`src/rtl/text_pixel_pipeline.sv`:
```
// Text-mode pixel pipeline: drawX/drawY -> VRAM word -> font ROM row -> RGB, four cycles of latency.
// Optional macro TEXT_BLINK_EN: inverse-video characters blink with a 64-frame period.

module text_pixel_pipeline #(
  parameter int H_CHARS   = 80,
  parameter int V_CHARS   = 30,
  parameter int CTRL_WORD = 600
) (
  input  logic        pixel_clk,
  input  logic        reset,
  input  logic [9:0]  drawX,
  input  logic [9:0]  drawY,
  input  logic        hsync_in,
  input  logic        vsync_in,
  input  logic        vde_in,
  output logic [9:0]  vram_addr,
  input  logic [31:0] vram_rdata,
  output logic [10:0] font_addr,
  input  logic [7:0]  font_data,
  input  logic [31:0] ctrl_reg,
  output logic [3:0]  red,
  output logic [3:0]  green,
  output logic [3:0]  blue,
  output logic        hsync_out,
  output logic        vsync_out,
  output logic        vde_out
);

  // The control word must sit above the character cells in VRAM.
  generate
    if (CTRL_WORD * 4 < H_CHARS * V_CHARS) begin : g_cfg_check
      $error("text_pixel_pipeline: CTRL_WORD overlaps the character cells");
    end
  endgenerate

  logic [11:0] char_index;
  assign char_index = 12'(32'(drawY[9:4]) * H_CHARS + 32'(drawX[9:3]));

  logic [1:0] s1_lane, s2_lane;
  logic [2:0] s1_col, s2_col, s3_col;
  logic [3:0] s1_row, s2_row;
  logic       s1_hs, s1_vs, s1_de, s1_live;
  logic       s2_hs, s2_vs, s2_de, s2_live;
  logic       s3_hs, s3_vs, s3_de, s3_inv;

  always_ff @(posedge pixel_clk) begin
    if (reset) begin
      vram_addr <= '0;
      s1_lane   <= '0;
      s1_col    <= '0;
      s1_row    <= '0;
      s1_hs     <= 1'b1;
      s1_vs     <= 1'b1;
      s1_de     <= 1'b0;
      s1_live   <= 1'b0;
    end else begin
      vram_addr <= vde_in ? char_index[11:2] : '0;
      s1_lane   <= char_index[1:0];
      s1_col    <= drawX[2:0];
      s1_row    <= drawY[3:0];
      s1_hs     <= hsync_in;
      s1_vs     <= vsync_in;
      s1_de     <= vde_in;
      s1_live   <= 1'b1;
    end
  end

  // The VRAM's own read register is the data half of this stage; the rest travels alongside.
  always_ff @(posedge pixel_clk) begin
    if (reset) begin
      s2_lane <= '0;
      s2_col  <= '0;
      s2_row  <= '0;
      s2_hs   <= 1'b1;
      s2_vs   <= 1'b1;
      s2_de   <= 1'b0;
      s2_live <= 1'b0;
    end else begin
      s2_lane <= s1_lane;
      s2_col  <= s1_col;
      s2_row  <= s1_row;
      s2_hs   <= s1_hs;
      s2_vs   <= s1_vs;
      s2_de   <= s1_de;
      s2_live <= s1_live;
    end
  end

  logic [7:0] char_byte;
  assign char_byte = vram_rdata[8*s2_lane +: 8];
  assign font_addr = s2_live ? {char_byte[6:0], s2_row} : '0;

  always_ff @(posedge pixel_clk) begin
    if (reset) begin
      s3_col <= '0;
      s3_inv <= 1'b0;
      s3_hs  <= 1'b1;
      s3_vs  <= 1'b1;
      s3_de  <= 1'b0;
    end else begin
      s3_col <= s2_col;
      s3_inv <= char_byte[7];
      s3_hs  <= s2_hs;
      s3_vs  <= s2_vs;
      s3_de  <= s2_de;
    end
  end

  logic vsync_prev;
  logic vsync_fall;

  always_ff @(posedge pixel_clk) begin
    vsync_prev <= vsync_in;
  end

  assign vsync_fall = vsync_prev & ~vsync_in;

  // FG in [23:12], BG in [11:0], each as R/G/B nibbles; only refreshed at frame start.
  logic [23:0] colour_latch;

  always_ff @(posedge pixel_clk) begin
    if (reset) begin
      colour_latch <= '0;
    end else if (vsync_fall) begin
      colour_latch <= ctrl_reg[24:1];
    end
  end

  logic unused_ctrl;
  assign unused_ctrl = ^{ctrl_reg[31:25], ctrl_reg[0]};

  logic invert_eff;

`ifdef TEXT_BLINK_EN
  logic [5:0] frame_count;

  always_ff @(posedge pixel_clk) begin
    if (reset) begin
      frame_count <= '0;
    end else if (vsync_fall) begin
      frame_count <= frame_count + 6'd1;
    end
  end

  assign invert_eff = s3_inv & frame_count[5];
`else
  assign invert_eff = s3_inv;
`endif

  logic pix_on;
  assign pix_on = font_data[3'd7 - s3_col] ^ invert_eff;

  always_ff @(posedge pixel_clk) begin
    if (reset) begin
      red       <= '0;
      green     <= '0;
      blue      <= '0;
      hsync_out <= 1'b1;
      vsync_out <= 1'b1;
      vde_out   <= 1'b0;
    end else begin
      hsync_out <= s3_hs;
      vsync_out <= s3_vs;
      vde_out   <= s3_de;
      if (!s3_de) begin
        {red, green, blue} <= '0;
      end else if (pix_on) begin
        {red, green, blue} <= colour_latch[23:12];
      end else begin
        {red, green, blue} <= colour_latch[11:0];
      end
    end
  end

endmodule

```
`config.mk`:
```
export PLATFORM = sky130hd
export DESIGN_NAME = text_pixel_pipeline
export DESIGN_NICKNAME = d
export VERILOG_FILES = /design/src/rtl/text_pixel_pipeline.sv
export SDC_FILE = /design/constraint.sdc
export NUM_CORES = 1
export LEC_CHECK = 0
export ABC_AREA = 1
export CAP_MARGIN = 15
export CORE_ASPECT_RATIO = 1.1
export CORE_MARGIN = 1
export CORE_UTILIZATION = 47
export CTS_CLUSTER_DIAMETER = 50
export CTS_CLUSTER_SIZE = 8
export DETAILED_ROUTE_END_ITERATION = 7
export PLACE_DENSITY = 0.85
export SYNTH_ARGS = -nofsm -noshare
export SYNTH_HDL_FRONTEND = slang
export SYNTH_SLANG_ARGS = --single-unit
```
`constraint.sdc`:
```
create_clock -name pixel_clk -period 5.4 [get_ports pixel_clk]
set_input_delay 0.54 -clock pixel_clk [delete_from_list [all_inputs] [get_ports pixel_clk]]
set_output_delay 0.54 -clock pixel_clk [all_outputs]
set_load 0.03 [all_outputs]
```
==> summary.log <==
qor: cts.clk_pin_slew_worst_paths 0.08 ns
qor: sta.worst_pin_slew 0.959 ns
qor: global_routing.grt_use_met2 37.6%
qor: route.post_dr_vias_cell 4.71
qor: worst_setup_path.worst_ep_required_time 4.86 ns
qor: sta.maxSlewHeadroom 35.9%
qor: layout.area_delta_synth_final 43.0%
qor: sta.hold_violations 0
qor: synthesis.synth_seq_cells 83
qor: die.die_w 83.3 µm
qor: synthesis.synth-warning-count 0
qor: power_and_ir_drop.report.power.total 1290 µW
qor: layout.design.final.nets 671
qor: route.wire_length_per_cell_after_detailed_routing 11.8 µm
qor: cts.htree_num_levels 3
qor: route.route.vias.total 3064
qor: sta.share_of_the_clock_period_used_by_the_worst_path 51.3%
qor: sta.setup_viol 0
qor: cts.clkSinkCount 83
qor: route.wirelength 7660 µm
qor: die.io-pin-count 133
qor: synthesis.avgSynthCellArea 7.77 µm²
qor: worst_setup_path.critical_path_peak_fanout 17
qor: layout.mostFrequentLayoutCells sky130_fd_sc_hd__clkdlybuf4s50_1, sky130_fd_sc_hd__nor2_1, sky130_fd_sc_hd__dfxtp_1
qor: sta.rsz0062_at_grt no
qor: synthesis.synth.yosys.seq_area_share 48.6%
qor: sta.setup_total_negative_slack 0 ns
qor: global_routing.total_congestion_overflow_after_global_routing 0
qor: power_and_ir_drop.ir_worst_vdd 0.226 mV
qor: cts.cts_buffers 9
qor: route.first_iter_violations 102
qor: power_and_ir_drop.cellLeakagePower 0.00213 µW
qor: power_and_ir_drop.p_comb_share 18.7%
qor: cts.cts.repair_timing.setup_buffer_count 0
qor: power_and_ir_drop.clockPowerShare 30.6%
qor: place.routabilityCongestion 0.795
qor: global_routing.gr-usage-met3 4.82%
qor: worst_setup_path.endpoint_kind output pin
qor: cts.cts_hold_buffers 0
qor: sta.fmax 0.361 GHz
qor: power_and_ir_drop.internal-power 932 µW
qor: layout.seqCellArea 1660 µm²
qor: synthesis.post_synth_instance_area 3420 µm²
qor: global_routing.global_route_wire_length_before_repair 12400 µm
qor: power_and_ir_drop.power-per-cell-area 264 nW/µm²
qor: synthesis.ys_types 24
qor: global_routing.globalRoute.busiestLayer met2
qor: place.place_hpwl 5710 µm
qor: sta.post-route-min-period 2.77 ns
qor: sta.final-max-slew-violation-count 0
qor: power_and_ir_drop.net-switching-power 360 µW
qor: job.maxCapViolCount 0
qor: worst_setup_path.worstSetupStartpointType flop
qor: layout.fillerInstances 566
qor: global_routing.groute.layer.met1.usage 22.3%
qor: worst_setup_path.r2r_setup_slack 3.60 ns
qor: power_and_ir_drop.netSwitchingFraction 27.8%
qor: cts.postCtsResizedCells 0
qor: die.std_cell_rows 32
qor: power_and_ir_drop.seqPwrFrac 50.7%
qor: cts.clk_latency 0.34 ns
qor: global_routing.grt_pass1_vias 2947
qor: place.numPortBuffers 124
qor: layout.num_antenna_cells 0
qor: worst_setup_path.worst-setup-path-type flop to output pin
qor: die.coreArea 7010 µm²
qor: route.detail-route-antenna-nets 0
qor: layout.multiInputGateArea 1440 µm²
qor: worst_setup_path.worst-endpoint-arrival 2.23 ns
qor: route.detailed_router_iteration_count_before_antenna_repair 4
qor: synthesis.syn_inst 440
qor: global_routing.gr-usage-all-layers 20.3%
qor: die.initial_util 48.8%
qor: layout.layout.cells.most_common sky130_fd_sc_hd__clkdlybuf4s50_1
qor: sta.clock-skew-final 0.0121 ns
qor: route.drt_drc_violations_left 0
qor: cts.cts_tree done
qor: cts.cts_root_buf sky130_fd_sc_hd__clkbuf_8
qor: die.die_height 91.4 µm
qor: global_routing.grt_max_degree 38
qor: min_path.hold_path_class flop to flop
qor: cts.cts_buffer_depth 2
qor: global_routing.grt_antenna_before_repair 0
qor: layout.post_route_cells_drive_above_1_share 7.77%
qor: synthesis.synth_nets 550
qor: outcome.status complete, no violations
qor: die.die_outline_area 7620 µm²
==> Yosys cell counts (all sizes together) <==
cell | instances | area, µm²
a21oi | 28 | 140
xor2 | 1 | 8.76
fa | 2 | 40.0
ha | 11 | 138
o21ai | 44 | 220
nor2 | 112 | 433
buf | 5 | 25.0
or2 | 8 | 50.1
nand3 | 25 | 195
clkbuf | 10 | 37.5
nor3 | 1 | 5.00
dfxtp | 83 | 1660
xnor2 | 2 | 17.5
inv | 68 | 255
nand2 | 40 | 191
==> cell type report <==
| class | count | share of cell area [%] |
|---|---|---|
| tap | 85 | 2.18 |
| sequential | 83 | 34.0 |
| inverter | 68 | 5.22 |
| clock buffer | 9 | 2.53 |
| multi-input combinational | 274 | 29.4 |
| timing repair buffer | 125 | 25.6 |
| clock inverter | 7 | 1.08 |
==> worst max-delay path: stages, from the launching register on <==
cell,delay (ns)
sky130_fd_sc_hd__dfxtp_1,0.68
sky130_fd_sc_hd__inv_2,0.23
sky130_fd_sc_hd__o21ai_0,0.26
sky130_fd_sc_hd__a21oi_1,0.09
sky130_fd_sc_hd__clkdlybuf4s50_1,0.62
==> routing by layer <==
layer	vias up	part of all wire, %
met3	8	5.6
met4	0	1.3
li1	1596	-
met5	-	0
met1	1372	42
met2	88	51
==> through the flow <==
stage	util [%]	instances	worst slack, ns	hold WS [ns]	area, µm²
6_report	69.8	651	2.63	0.402	4890
5_1_grt	69.8	651	2.41	0.418	4890
4_1_cts	69.8	651	2.63	0.405	4890
3_5_place_dp	67.2	635	2.62	0.392	4710
3_3_place_gp	67.2	635	2.68	0.389	4710
2_1_floorplan	-	440	3.30	0.388	3420
==> path summary, 6_finish.rpt <==
path	cells after the start	start	endpoint
worst max-delay path	4	s2_lane[0]	font_addr[6]
worst min-delay path	2	s2_de	s3_de
worst max register to register	4	vsync_prev	colour_latch[2]
worst min register to register	2	s2_de	s3_de
==> power by group through the flow <==
stage	Clock [µW]	Sequential [µW]	Combinational, µW
finish	395	655	242
global route	431	659	265
CTS	404	655	242
detailed placement	0	669	241
global placement	0	668	234
floorplan	0	678	122
==> cells by family after synthesis <==
logic type               count (synthesis)  synth area share (%)
XOR/XNOR                                 3                 0.769
AND/OR/NAND/NOR                        186                  25.6
flip-flops                              83                  48.6
AO/OA/AOI/OAI                           72                  10.5
buffers and inverters                   83                  9.30
adder cells (fa/ha/maj)                 13                  5.20
==> state kept, by name, summed over array words and instances (netlist names), 4 cells and up <==
| name | count |
|---|---|
| blue | 4 |
| colour_latch | 24 |
| green | 4 |
| red | 4 |
| s1_row | 4 |
| s2_row | 4 |
| vram_addr | 10 |
No activity file was read; power rests on OpenSTA's default activity.
